**src/rtl/fsm_dispatcher_pkg.sv**
```systemverilog
// Shared definitions for the Control Unit dispatcher: state encoding,
// instruction class indices and the default watchdog limit.
package fsm_dispatcher_pkg;

  typedef enum logic [2:0] {
    IDLE     = 3'd0,
    FETCH    = 3'd1,
    DECODE   = 3'd2,
    DISPATCH = 3'd3,
    WAIT     = 3'd4,
    TRAP     = 3'd5,
    FAULT    = 3'd6
  } state_t;

  localparam int CLS_ALU = 0;
  localparam int CLS_MEM = 1;
  localparam int CLS_BRJ = 2;
  localparam int CLS_FPU = 3;

  localparam int TIMEOUT_DEF = 64;

endpackage

```
**src/rtl/fsm_dispatcher_if.sv**
```systemverilog
// Fetch and start/done handshake between the dispatcher (master) and the
// memory port plus execution FSMs (slave).
interface fsm_dispatcher_if #(
  parameter int N_FSM = 4,
  parameter int IDX_W = 2
);
  logic             imem_start;
  logic             imem_done;
  logic             load_insn;
  logic [N_FSM-1:0] fsm_class;
  logic [N_FSM-1:0] fsm_done;
  logic [N_FSM-1:0] fsm_start;
  logic [IDX_W-1:0] fsm_idx;

  modport master (
    output imem_start, load_insn, fsm_start, fsm_idx,
    input  imem_done, fsm_class, fsm_done
  );

  modport slave (
    input  imem_start, load_insn, fsm_start, fsm_idx,
    output imem_done, fsm_class, fsm_done
  );
endinterface

```
**src/rtl/fsm_dispatcher_onehot_enc.sv**
```systemverilog
// One-hot to binary encoder; valid only when exactly one input bit is set.
module fsm_dispatcher_onehot_enc #(
  parameter int N = 4,
  parameter int W = 2
) (
  input  logic [N-1:0] vec,
  output logic [W-1:0] idx,
  output logic         valid
);

  always_comb begin
    idx = '0;
    for (int unsigned i = 0; i < N; i++) begin
      if (vec[i]) idx = idx | W'(i);
    end
    valid = (vec != '0) && ((vec & (vec - N'(1))) == '0);
  end

endmodule

```
**src/rtl/fsm_dispatcher.sv**
```systemverilog
// Control Unit sequencer: fetch, decode wait, one-hot dispatch to an execution
// FSM, completion wait with watchdog, plus illegal/fault trapping and instret.
module fsm_dispatcher
  import fsm_dispatcher_pkg::*;
#(
  parameter int N_FSM   = 4,
  parameter int TIMEOUT = TIMEOUT_DEF,
  parameter int IDX_W   = 2
) (
  input  logic                clk,
  input  logic                rst_n,
  input  logic                run,
  fsm_dispatcher_if.master    bus,
  output logic                busy,
  output logic                illegal,
  output logic                fault,
  output logic [63:0]         instret
);

  localparam int WD_W = (TIMEOUT > 2) ? $clog2(TIMEOUT) : 1;
  localparam logic [WD_W-1:0] WD_LAST = WD_W'(TIMEOUT - 1);

  state_t           state;
  logic [WD_W-1:0]  wd;
  logic [IDX_W-1:0] cls_idx;
  logic             cls_valid;
  logic [N_FSM-1:0] exp_mask;
  logic             hit;
  logic             stray;

  fsm_dispatcher_onehot_enc #(.N(N_FSM), .W(IDX_W)) u_enc (
    .vec   (bus.fsm_class),
    .idx   (cls_idx),
    .valid (cls_valid)
  );

  always_comb begin
    exp_mask              = '0;
    exp_mask[bus.fsm_idx] = 1'b1;
    hit                   = (bus.fsm_done & exp_mask) != '0;
    stray                 = (bus.fsm_done & ~exp_mask) != '0;
  end

  // Outputs are registered alongside the state, so each pulse is high for
  // exactly the first cycle of the state entered on that transition.
  always_ff @(posedge clk or negedge rst_n) begin
    if (!rst_n) begin
      state          <= IDLE;
      wd             <= '0;
      bus.imem_start <= 1'b0;
      bus.load_insn  <= 1'b0;
      bus.fsm_start  <= '0;
      bus.fsm_idx    <= '0;
      busy           <= 1'b0;
      illegal        <= 1'b0;
      fault          <= 1'b0;
      instret        <= '0;
    end else begin
      bus.imem_start <= 1'b0;
      bus.load_insn  <= 1'b0;
      bus.fsm_start  <= '0;
      case (state)
        IDLE: begin
          if (run) begin
            state          <= FETCH;
            bus.imem_start <= 1'b1;
            busy           <= 1'b1;
          end
        end
        FETCH: begin
          if (bus.imem_done) begin
            state         <= DECODE;
            bus.load_insn <= 1'b1;
          end
        end
        DECODE: state <= DISPATCH;
        DISPATCH: begin
          if (cls_valid) begin
            state         <= WAIT;
            bus.fsm_start <= bus.fsm_class;
            bus.fsm_idx   <= cls_idx;
            wd            <= '0;
          end else begin
            state   <= TRAP;
            illegal <= 1'b1;
            busy    <= 1'b0;
          end
        end
        WAIT: begin
          // A foreign done bit outranks the expected one; done outranks timeout.
          if (stray) begin
            state <= FAULT;
            fault <= 1'b1;
            busy  <= 1'b0;
          end else if (hit) begin
            instret <= instret + 64'd1;
            if (run) begin
              state          <= FETCH;
              bus.imem_start <= 1'b1;
            end else begin
              state <= IDLE;
              busy  <= 1'b0;
            end
          end else if (wd == WD_LAST) begin
            state <= FAULT;
            fault <= 1'b1;
            busy  <= 1'b0;
          end else begin
            wd <= wd + WD_W'(1);
          end
        end
        default: state <= state;
      endcase
    end
  end

endmodule
```
**src/flat_wrapper.sv**
```systemverilog
// flat-port wrapper written by rule: the top's interface ports become plain ports
module fsm_dispatcher_flat import fsm_dispatcher_pkg::*;
#(
  parameter int N_FSM   = 4,
  parameter int TIMEOUT = TIMEOUT_DEF,
  parameter int IDX_W   = 2
)
  (clk, rst_n, run, busy, illegal, fault, instret, bus_imem_start, bus_load_insn, bus_fsm_start, bus_fsm_idx, bus_imem_done, bus_fsm_class, bus_fsm_done);
  fsm_dispatcher_if #(.N_FSM(N_FSM), .IDX_W(IDX_W)) bus_i ();
  input  logic clk;
  input  logic rst_n;
  input  logic run;
  output logic busy;
  output logic illegal;
  output logic fault;
  output logic [63:0] instret;
  output wire logic [$bits(bus_i.imem_start)-1:0] bus_imem_start;
  output wire logic [$bits(bus_i.load_insn)-1:0] bus_load_insn;
  output wire logic [$bits(bus_i.fsm_start)-1:0] bus_fsm_start;
  output wire logic [$bits(bus_i.fsm_idx)-1:0] bus_fsm_idx;
  input wire logic [$bits(bus_i.imem_done)-1:0] bus_imem_done;
  input wire logic [$bits(bus_i.fsm_class)-1:0] bus_fsm_class;
  input wire logic [$bits(bus_i.fsm_done)-1:0] bus_fsm_done;
  assign bus_imem_start = bus_i.imem_start;
  assign bus_load_insn = bus_i.load_insn;
  assign bus_fsm_start = bus_i.fsm_start;
  assign bus_fsm_idx = bus_i.fsm_idx;
  assign bus_i.imem_done = bus_imem_done;
  assign bus_i.fsm_class = bus_fsm_class;
  assign bus_i.fsm_done = bus_fsm_done;
  fsm_dispatcher #(.N_FSM(N_FSM), .TIMEOUT(TIMEOUT), .IDX_W(IDX_W)) u_core (.clk(clk), .rst_n(rst_n), .run(run), .bus(bus_i), .busy(busy), .illegal(illegal), .fault(fault), .instret(instret));
endmodule
```
**config.mk**
```make
export PLATFORM = sky130hd
export DESIGN_NAME = fsm_dispatcher_flat
export DESIGN_NICKNAME = d
export VERILOG_FILES = /design/src/rtl/fsm_dispatcher_pkg.sv /design/src/rtl/fsm_dispatcher_if.sv /design/src/rtl/fsm_dispatcher_onehot_enc.sv /design/src/rtl/fsm_dispatcher.sv /design/src/flat_wrapper.sv
export SDC_FILE = /design/constraint.sdc
export NUM_CORES = 1
export LEC_CHECK = 0
export CORE_UTILIZATION = 50
export CTS_BUF_LIST = sky130_fd_sc_hd__clkbuf_2
export DETAILED_ROUTE_END_ITERATION = 10
export PLACE_DENSITY = 0.81
export SETUP_SLACK_MARGIN = 0.02
export SLEW_MARGIN = 40
export SYNTH_ARGS = -nofsm -noshare
export SYNTH_HDL_FRONTEND = slang
export SYNTH_HIERARCHICAL = 1
export SYNTH_SLANG_ARGS = --single-unit
```
**constraint.sdc**
```tcl
create_clock -name clk -period 3.85 [get_ports clk]
set_input_delay 1.155 -clock clk [delete_from_list [all_inputs] [get_ports clk]]
set_output_delay 1.155 -clock clk [all_outputs]
set_load 0.005 [all_outputs]
```
== After elaboration in Yosys (flattened, before gate mapping) ==
Index checks and enable logic that the tools add are counted.
W data, S select, Z words.
Storage, ports and cells
  register bits: 84
  input port bits: 12
  output and inout port bits: 75
  word-level logic and storage cells: 90
Cells by class
  add/sub/neg operators: 3
  $lt $le $gt $ge: 2
  equality and inequality tests: 15
  multiplexer cells: 36
  bitwise operators: 6
  reductions and logical operators: 18
Operators with widths (count)
  $add A64 B1 Y64 const B: 1
  $mux W6: 4
  $mux W1: 18
  $mux W3: 5
  $pmux W3 S5: 1
  $ne A2 B2 Y1 const B: 7
  $and A4 B4 Y4: 3
  $pmux W6 S2: 1
  $reduce_bool A4 Y1: 3
  $reduce_and A5 Y1: 2
  $mux W4: 2
  $add A6 B1 Y6 const B: 1
  $eq A3 B2 Y1 const B: 2
  $eq A6 B6 Y1 const B: 1
  $reduce_and A3 Y1: 2
  $reduce_bool A5 Y1: 1
  $logic_not A4 Y1: 1
  $mux W2: 2
  $ne A4 B1 Y1 const B: 1
  $ne A4 B4 Y1 const B: 1
  $not A4 Y4: 1
  $reduce_and A2 Y1: 2
  $reduce_and A4 Y1: 1
  $reduce_bool A2 Y1: 2
  other kinds (13): 15

== Longest topological paths before layout ==
Gate-level depths: netlist of the first run.
  depth in word-level cells: 9
  gate-level depth with buffers: 7
  depth with buffers taken out: 6

== By module ==
Netlist of the first run, hierarchy kept.
By module, submodules not included
  fsm_dispatcher: times used 1, cells an instance 396, area each 4142.7 um^2, seq. area each 2102.0 um^2
  fsm_dispatcher_onehot_enc: times used 1, cells an instance 6, area each 50.0 um^2, seq. area each 0.0 um^2

== Worst setup path before layout of the first run ==
No wires, ideal clock.
  path type: input -> register
  start: input port bus_fsm_done[2]
  end: register u_core.instret[55]
  library setup time: 0.126 ns
  arrival: 2.716 ns
  data required time: 3.724 ns
  setup slack: 1.008 ns
  stages: 5
  buffers on the path: 0
  cells stage by stage: or3b_2 > a21oi_4 > o2111ai_2 > or4b_1 > xnor2_1
On the way
  longest elaborated chain between the ends: 4
  elaborated cells on any way between the ends: 6
  classes of those cells: 3 x bitwise; 3 x reduce/logical
Ends and longest elaborated chain
  from (decl): RTL line flat_wrapper.sv:23  | input wire logic [$bits(bus_i.fsm_done)-1:0] bus_fsm_done;
  $and A4 B4 Y4: RTL line fsm_dispatcher.sv:41  | stray = (bus.fsm_done & ~exp_mask) != '0;
  $reduce_bool A4 Y1: RTL line fsm_dispatcher.sv:41
  $not A1 Y1 (no source line)
  $reduce_and A3 Y1 (no source line) *
  to (signal assigned): RTL line fsm_dispatcher.sv:96  | instret <= instret + 64'd1;
  to (decl): RTL line fsm_dispatcher.sv:17  | output logic [63:0] instret
Mark *: on every way between the ends. The rest lies on a longest branch, timed or not.
A chain may end at the register's enable or synchronous reset.

== Final worst setup path of the first run ==
  start: input port bus_fsm_done[2]
  end: register u_core.instret[59]
Same word-level chain as after synthesis.

==> flow_summary_export.csv, run 1 <==
group,metric,value,unit
layout,nets,505,
timing,max_slew.worst_pin.slew,736,ps
power_and_ir_drop,power.total,1380,uW
timing,tns,0,ps
detailed_routing,drt_first_pass_iters,5,
clock_tree,path_clk_slew,210,ps
clock_tree,cts_root_buffer,"clkbuf_2",
detailed_routing,drtAntennaViolNets,0,
timing,final-hold-violation-count,0,
job,cap_violations,0,
power_and_ir_drop,leakage,0.00235,uW
die,rows,33,
placed_design,dp.final_hpwl,7140,um
clock_tree,htree_levels,3,
global_routing,grt_pass1_wl,16000,um
detailed_routing,top_layer,"met4",
layout,drive_above_1_share,0.0706,
detailed_routing,via_count,3458,
global_routing,antenna_found_initial,0,
placed_design,place_congestion,0.818,
die,io_pins,87,
synth,synthMostInstantiatedCell,"dfrtp_1",
detailed_routing,routed_via_density,5.75,
worst_setup_path,path_depth,6,
worst_hold_path,hold_path_depth,2,
global_routing,gr-total-overflow,0,
clock_tree,cts_max_path_buffers,2,
global_routing,grtUsageTotal,0.237,
clock_tree,clock_latency,510,ps
die,die-area,8760,um^2
timing,clock_skew,24.3,ps
synth,netlist_top_cells_count,"84 x dfrtp_1, 42 x xor2_1, 38 x nand2_1",
worst_setup_path,cp.buffers_inverters,1,
worst_setup_path,cp.required,4250,ps
synth,synth_edf_count,0,
worst_setup_path,max_stage_delay,600,ps
worst_setup_path,r2r_cells,5,
global_routing,first_global_vias,3268,
outcome,status,"finished clean",
detailed_routing,route.met2.wl,4900,um
detailed_routing,drtIter0Drc,199,
timing,timing.fmax,0.324,GHz
placed_design,dpl_cell_area,5150,um^2
timing,timing.final.crit_period,3090,ps
synth,async_flop_share,1.00,
power_and_ir_drop,p_per_area,262,nW/um^2
worst_setup_path,critPathMaxFanout,8,
synth,postSynth.topFlopCell,"dfrtp_1",
power_and_ir_drop,peakVddDrop,116,uV
worst_setup_path,worstSetupPathType,"in2reg",
synth,syn_avg_cell_area,10.4,um^2
timing,rsz0062_at_grt,"no",
clock_tree,cts_setup_buffers,0,
worst_setup_path,crit_arrival,3490,ps
timing,finalSetupViolCount,0,
layout,finalInstanceArea,5280,um^2
synth,synth-seq-cells,84,
clock_tree,cts_tree,"built",
clock_tree,holdBufCountCts,0,
synth,yosysTopAreaCellShare,0.501,
synth,ys_warn_count,6,
detailed_routing,routedWlPerCell,16.4,um
worst_setup_path,slowest_stage,"or4b_1",
layout,diodes,0,
worst_setup_path,startpoint_type,"input pin",
global_routing,grt_start_max_net_pins,85,
clock_tree,cts_buffers,9,
synth,synth_cell_types,57,
worst_setup_path,cp_top_family,"simple AND/OR/NAND/NOR gates",
clock_tree,cts.sinks,84,
worst_setup_path,worstSetupEndpointType,"register",
timing,whs,505,ps
layout,area_growth,25.8,%
synth,synthCells,402,
synth,synth_fp_nets,416,
die,core-area,8180,um^2
synth,synthTopCellsByArea,"dfrtp_1 50%, xor2_1 8.8%, xnor2_1 4.6%",
timing,slew_viol_final,0,
detailed_routing,wl_met3,496,um
synth,mappedNetlistArea,4190,um^2
synth,seq_area_frac_synth,0.501,
detailed_routing,routed_wl,9830,um
timing,period_share,0.802,
die,die-height,93.6,um
placed_design,port_buffers,86,
die,initial_core_util,0.513,
clock_tree,cts_resized,0,
worst_setup_path,crit_path_cell_trace,"clkdlybuf4s50_1 -> or3b_2 -> a21oi_4 -> o2111ai_2 -> or4b_1 -> xnor2_1",
detailed_routing,drcViolationCount,0,
layout,final_util,0.645,
die,die_x,93.6,um
timing,max_slew_margin,0.508,
detailed_routing,m1WireLength,4260,um
worst_hold_path,min_path_type,"reg2reg",
synth,synth_top_cell_by_area,"dfrtp_1",
worst register-to-register path: stages (launching register included):
cell and delay, ps:
dfrtp_1 500, nand4_1 270, nor3_2 470, nand3_1 610, nor4b_1 540, xor2_1 190
final cells by class:
class / count / area (um^2)
inverter: 12 / 45.0
sequential: 84 / 2100
clock buffer: 12 / 60.1
timing repair buffer: 87 / 872
tap: 105 / 131
clock inverter: 4 / 50.0
multi-input combinational: 297 / 2010
fill: 630 / 2900
path summary, 6_finish.rpt:
kind | from | endpoint | slack, ps
worst max-delay path | bus_fsm_done[2] | u_core/instret[59] | 760
worst min-delay path | u_core/illegal | u_core/illegal | 510
worst max register to register | u_core/instret[3] | u_core/instret[56] | 1220
worst min register to register | u_core/illegal | u_core/illegal | 510
max in group asynchronous | rst_n | u_core/wd[3] | 2740
min in group asynchronous | rst_n | u_core/instret[22] | 630
per-layer routing:
layer / up-vias / global-route usage
met4: 0 / 0.104
met1: 1693 / 0.307
met2: 122 / 0.389
met5: - / 0
li1: 1627 / -
met3: 16 / 0.0407
flip-flops by register name, summed over array words and instances (netlist names), 2 cells and up:
name,flops
u_core/state,3
u_core/instret,64
u_core/wd,6
u_core/bus.fsm_idx,2
u_core/bus.fsm_start,4
cell families (layout without fill, tap and decap cells):
logic type / Yosys count / count (layout) / share of synthesized area
buf+inv: 21 / 115 / 0.0200
flops: 84 / 84 / 0.501
mux: 5 / 5 / 0.0158
simple gates: 196 / 196 / 0.265
xor+xnor: 64 / 64 / 0.134
fa+ha+maj: 2 / 2 / 0.00597
compound gates: 30 / 30 / 0.0579
stage by stage:
stage | instances | setup WS (ps)
2_1_floorplan | 402 | 1010
3_3_place_gp | 585 | 412
3_5_place_dp | 585 | 285
4_1_cts | 601 | 852
5_1_grt | 601 | 754
6_report | 601 | 764
where the power goes:
group	internal, uW	total, uW	switching (uW)
clock	157	441	285
sequential	886	890	3.45
combinational	20.0	51.6	31.6
cells in the final DEF, fill, tap and decap left out, drive strengths merged, types with 3 or more instances in the layout:
| cell | n |
|---|---|
| a21oi | 7 |
| and2 | 5 |
| and3 | 9 |
| and4 | 4 |
| clkbuf | 13 |
| clkdlybuf4s50 | 85 |
| dfrtp | 84 |
| inv | 12 |
| mux2 | 3 |
| nand2 | 38 |
| nand3 | 19 |
| nand3b | 3 |
| nand4 | 20 |
| nor2 | 22 |
| nor3 | 22 |
| nor4 | 22 |
| nor4b | 4 |
| o21ai | 6 |
| or2 | 7 |
| or3 | 3 |
| or3b | 3 |
| or4b | 5 |
| xnor2 | 22 |
| xor2 | 42 |
Note: power is estimated with default switching activity, not from simulation.
==> inputs of run 2 (changes only) <==
==> constraint.sdc (replaced) <==
create_clock -name clk -period 2.9 [get_ports clk]
set_input_delay 0.87 -clock clk [delete_from_list [all_inputs] [get_ports clk]]
set_output_delay 0.87 -clock clk [all_outputs]
set_load 0.005 [all_outputs]
==> run 2 against run 1 <==
  * First-iteration DRC count up 46%
  * Clock power up 64%
  * Via count up 4.6%
  * Global-route usage up 0.68 points
  * Routed wire length up 1.1%
  * Non-clock buffer count up 25
  * Combinational power up 62%
  * Clock-buffer cell count down 3
  * Critical path type unchanged
  * Critical endpoint is now u_core/instret[58]
  * Largest cell class unchanged
==> flow_summary_export.csv, run 2 (same netlist as run 1, synthesis figures left out) <==
group,metric,value,unit
clock_tree,path_clk_slew,220,ps
clock_tree,cts_tree,"built",
placed_design,port_buffers,86,
die,rows,33,
timing,final-hold-violation-count,0,
worst_setup_path,r2r_slack,510,ps
placed_design,dp.final_hpwl,7260,um
clock_tree,cts_setup_buffers,0,
detailed_routing,drtAntennaViolNets,0,
clock_tree,cts_resized,0,
clock_tree,cts.sinks,84,
timing,finalSetupViolCount,0,
worst_setup_path,startpoint,"bus_fsm_done[1]",
layout,max_flop_register,"u_core/instret",
detailed_routing,drt_first_pass_iters,5,
placed_design,place_congestion,0.855,
layout,nets,530,
clock_tree,clock_latency,580,ps
power_and_ir_drop,power.total,1990,uW
global_routing,grt_pass1_wl,16400,um
clock_tree,holdBufCountCts,0,
timing,timing.fmax,0.393,GHz
layout,largest_reg_flops,64,
worst_setup_path,critPathMaxFanout,6,
layout,layout_commonest_cell,"clkdlybuf4s50_1",
worst_setup_path,startpoint_type,"input pin",
timing,rsz0062_at_grt,"no",
detailed_routing,routed_via_density,5.78,
die,die_x,93.6,um
timing,whs,257,ps
clock_tree,cts_root_buffer,"clkbuf_2",
power_and_ir_drop,p_per_area,361,nW/um^2
worst_setup_path,path_depth,7,
layout,finalInstanceArea,5510,um^2
die,io_pins,87,
timing,period_share,0.878,
timing,timing.final.crit_period,2550,ps
worst_setup_path,worstSetupPathType,"in2reg",
global_routing,first_global_vias,3498,
timing,max_slew.worst_pin.slew,559,ps
worst_setup_path,cp.required,3390,ps
die,initial_core_util,0.513,
worst_setup_path,crit_path_cell_trace,"clkdlybuf4s50_1 -> or3b_1 -> a21oi_4 -> o2111ai_2 -> buf_4 -> nor4b_1 -> xor2_1",
global_routing,gr-total-overflow,0,
timing,slew_viol_final,0,
worst_setup_path,max_stage_delay,520,ps
global_routing,grtUsageTotal,0.243,
detailed_routing,drtIter0Drc,291,
clock_tree,htree_levels,3,
layout,n_fill_cell,625,
worst_setup_path,crit_arrival,3030,ps
worst_setup_path,r2r_end,"u_core/instret[55]",
worst_setup_path,cp-endpoint,"u_core/instret[58]",
worst_setup_path,cp_top_family,"simple AND/OR/NAND/NOR gates",
timing,max_slew_margin,0.624,
die,die-height,93.6,um
layout,area_growth,31.4,%
global_routing,antenna_found_initial,0,
placed_design,dpl_cell_area,5360,um^2
worst_setup_path,cp.buffers_inverters,2,
layout,diodes,0,
worst_setup_path,r2r_cells,5,
clock_tree,cts_buffers,9,
outcome,status,"finished clean",
worst_setup_path,r2r-start,"u_core/instret[36]",
worst_setup_path,slowest_stage,"clkdlybuf4s50_1",
power_and_ir_drop,leakage,0.00249,uW
detailed_routing,drcViolationCount,0,
power_and_ir_drop,peakVddDrop,209,uV
die,die-area,8760,um^2
detailed_routing,via_count,3616,
detailed_routing,routed_wl,9940,um
clock_tree,cts_max_path_buffers,2,
job,cap_violations,0,
layout,top_regs,"u_core/instret x64, u_core/wd x6, u_core/bus.fsm_start x4",
global_routing,grt_start_max_net_pins,46,
worst_hold_path,min_path_type,"in2async",
detailed_routing,routedWlPerCell,15.9,um
timing,tns,0,ps
layout,drive_above_1_share,0.115,
layout,final_cell_mix,"85 x clkdlybuf4s50_1, 84 x dfrtp_1, 42 x xor2_1",
timing,clock_skew,49.9,ps
worst_setup_path,worstSetupEndpointType,"register",
die,core-area,8180,um^2
-- run 2: changes by cell type in the layout (fill, tap and decap cells not counted), sizes merged --
| cell | change |
|---|---|
| buf | +26 |
| bufinv | +1 |
| clkbuf | -4 |
| clkinv | +1 |
| inv | +2 |
| clkinvlp | -1 |
-- run 2: final cells by class --
| cell class | instances | area [um^2] | share of cell area |
|---|---|---|---|
| sequential | 84 | 2100 | 0.382 |
| multi-input combinational | 297 | 2010 | 0.364 |
| timing repair buffer | 112 | 1080 | 0.196 |
| tap | 105 | 131 | 0.0239 |
| clock inverter | 7 | 98.8 | 0.0179 |
| clock buffer | 9 | 45.0 | 0.00818 |
| inverter | 12 | 45.0 | 0.00818 |
-- run 2: worst min-delay path by stage --
stage | to | cells after the start
2_1_floorplan | u_core/fault | 1
3_3_place_gp | u_core/fault | 1
3_5_place_dp | u_core/fault | 1
4_1_cts | u_core/instret[26] | 1
5_1_grt | u_core/instret[26] | 1
6_report | u_core/instret[18] | 1
-- run 2: power by group --
group          total, uW  leakage [uW]  switching [uW]  internal [uW]
Clock                722     0.0000829             430            291
Combinational       83.8       0.00128            44.4           39.4
Sequential          1180       0.00112            4.59           1180
Total               1990       0.00249             479           1510
-- run 2: per-stage QoR --
| step | utilization | setup slack [ps] | cells |
|---|---|---|---|
| 3_5_place_dp | 0.656 | -191 | 610 |
| 2_1_floorplan | - | 343 | 402 |
| 5_1_grt | 0.674 | 283 | 626 |
| 3_3_place_gp | 0.656 | -127 | 610 |
| 4_1_cts | 0.674 | 344 | 626 |
| 6_report | 0.674 | 353 | 626 |
-- run 2: metal layers --
layer,up-vias,track usage,part of all wire
li1,1687,-,-
met1,1790,0.300,0.42
met2,118,0.416,0.50
met3,21,0.0488,0.053
met4,0,0.101,0.021
met5,-,0,0
==> variant (settings of run 2) <==
`IDX_W` is set to 2 in 3 places; all go to 3.
--- a/src/rtl/fsm_dispatcher_if.sv
+++ b/src/rtl/fsm_dispatcher_if.sv
@@ -2,7 +2,7 @@
 // memory port plus execution FSMs (slave).
 interface fsm_dispatcher_if #(
   parameter int N_FSM = 4,
-  parameter int IDX_W = 2
+  parameter int IDX_W = 3
 );
   logic             imem_start;
   logic             imem_done;
--- a/src/rtl/fsm_dispatcher.sv
+++ b/src/rtl/fsm_dispatcher.sv
@@ -5,7 +5,7 @@
 #(
   parameter int N_FSM   = 4,
   parameter int TIMEOUT = TIMEOUT_DEF,
-  parameter int IDX_W   = 2
+  parameter int IDX_W   = 3
 ) (
   input  logic                clk,
   input  logic                rst_n,
--- a/src/flat_wrapper.sv
+++ b/src/flat_wrapper.sv
@@ -3,7 +3,7 @@
 #(
   parameter int N_FSM   = 4,
   parameter int TIMEOUT = TIMEOUT_DEF,
-  parameter int IDX_W   = 2
+  parameter int IDX_W   = 3
 )
   (clk, rst_n, run, busy, illegal, fault, instret, bus_imem_start, bus_load_insn, bus_fsm_start, bus_fsm_idx, bus_imem_done, bus_fsm_class, bus_fsm_done);
   fsm_dispatcher_if #(.N_FSM(N_FSM), .IDX_W(IDX_W)) bus_i ();
Ports: changed (resized bus_fsm_idx); port bits go from 87 to 88. No check against the original RTL was run, so the function may have changed too.
==> variant against run 2 <==
Sequential cell count up 1; routed wire length is 1.7% higher; hold slack got worse by 0.064 ns; cell area increased by 1.3%; area after synthesis increased by 4.2%; sequential share of layout area about the same; setup slack better by 0.018 ns; critical endpoint is now bus_fsm_idx[0]; largest cell class unchanged; highest routed layer unchanged.
Power is not compared: it rests on default switching activity, and its combinational part moved more than twofold at a synthesized area within 25%.
==> variant: results (changes against run 2) <==
- Grt met1 use: 31.87% (+1.8 points)
- Routed length on met2: 5.046 mm (+1.0%)
- Post-Route Skew: 0.04838 ns (-0.001520 ns)
- Worst endpoint data arrival time: 1.66 ns (-1.37 ns)
- # fillers: 646 (+3.4%)
- Final HPWL from detailed placement: 7.384 mm (+1.7%)
- Detailed Routing Iterations Pass 1: 4 (-1)
- Top Family by Delay on Critical Path: flip-flops
- Vias in the first global route: 3522 (+0.69%)
- Routed length on met1: 4.352 mm (+3.4%)
- Skew-Pair Late Insertion Delay: 0.55 ns (-0.03 ns)
- Total Nets Final: 527 (-0.57%)
- Result of the run: finished clean
- Normalized max-slew margin: 50.23% (-12 points)
- Synthesized-area fraction occupied by xor and xnor cells: 13.03% (-0.34 points)
- Number of different library cells in the post-synthesis netlist: 53 (-7.0%)
- RD Place Congestion: 0.8908 (+4.2%)
- R2R Path Start: u_core/instret[19]
- Smallest hold slack: 0.1921 ns (-0.06450 ns)
- Number of design-rule violations left by the first detailed-router iteration: 200 (-31%)
- Routed wl met3: 561 µm (+6.5%)
- Share of cells above drive strength 1: 14.09% (+2.6 points)
- Cell at the slowest stage of the critical path: dfrtp_1
- Number of nets in the synthesized netlist: 421 (+1.2%)
- Met2 track utilization from global routing: 39.76% (-1.8 points)
- Share of the yosys chip area belonging to registers: 48.68% (-1.5 points)
- Area contributors post-synth: dfrtp_1 (49%), xor2_1 (8.2%), xnor2_1 (4.8%)
- Overall fraction of global-route tracks in use: 24.19% (-0.14 points)
- # port buffers: 87 (+1.2%)
- Slowest stage delay, CP: 0.57 ns (+0.05 ns)
- Clock-pin slew on the worst setup and hold paths: 0.27 ns (+0.05 ns)
- Global-route wire length before repair: 16.95 mm (+3.4%)
## variant: changes by cell type after synthesis, moves of 3 or more
cell,run 2,this run
o21ai_0,3,6
nand4_1,20,25
nand3_1,19,23
nand2_1,38,41
nor4_2,2,5
nor4b_1,4,1
nand4_2,0,4
buf_6,0,3
nor3_2,1,12
buf_4,0,5
or4b_1,5,2
nor2_1,22,14
nor4_1,20,9
## variant: final cells by class
class	instances	area (µm²)	area share, %
clock buffers	9	45.04	0.8075
clock inverters	7	72.57	1.301
inverters	10	37.54	0.6729
multi-input cells	298	2106	37.75
flip-flops and latches	85	2127	38.13
well taps	105	131.4	2.355
repair buffers	109	1059	18.98
## variant: where the power goes
group	internal [mW]	switching, mW	leakage, nW
registers	1.25	0.0829	1.14
clock network	0.203	0.429	0.0703
logic	0.241	0.214	1.32
## variant: worst max-delay path by stage
stage | startpoint | to | cells after the start
4_1_cts | u_core/bus.fsm_idx[0] | bus_fsm_idx[0] | 1
3_3_place_gp | bus_fsm_class[1] | u_core/bus.fsm_idx[1] | 7
6_report | u_core/bus.fsm_idx[0] | bus_fsm_idx[0] | 1
5_1_grt | u_core/instret[27] | instret[27] | 1
3_5_place_dp | bus_fsm_done[3] | u_core/wd[3] | 7
2_1_floorplan | bus_fsm_class[1] | u_core/bus.fsm_idx[0] | 6
## variant: stage by stage
step	cell area (µm²)	cells	util [%]	power, mW	setup WS (ns)
3_3_place_gp	5460	607	65.47	1.783	0.09792
4_1_cts	5578	623	66.88	2.437	0.3185
3_5_place_dp	5460	607	65.47	1.805	0.03832
6_report	5578	623	66.88	2.416	0.3702
2_1_floorplan	4369	407	-	1.611	0.4246
5_1_grt	5578	623	66.88	2.529	0.2537
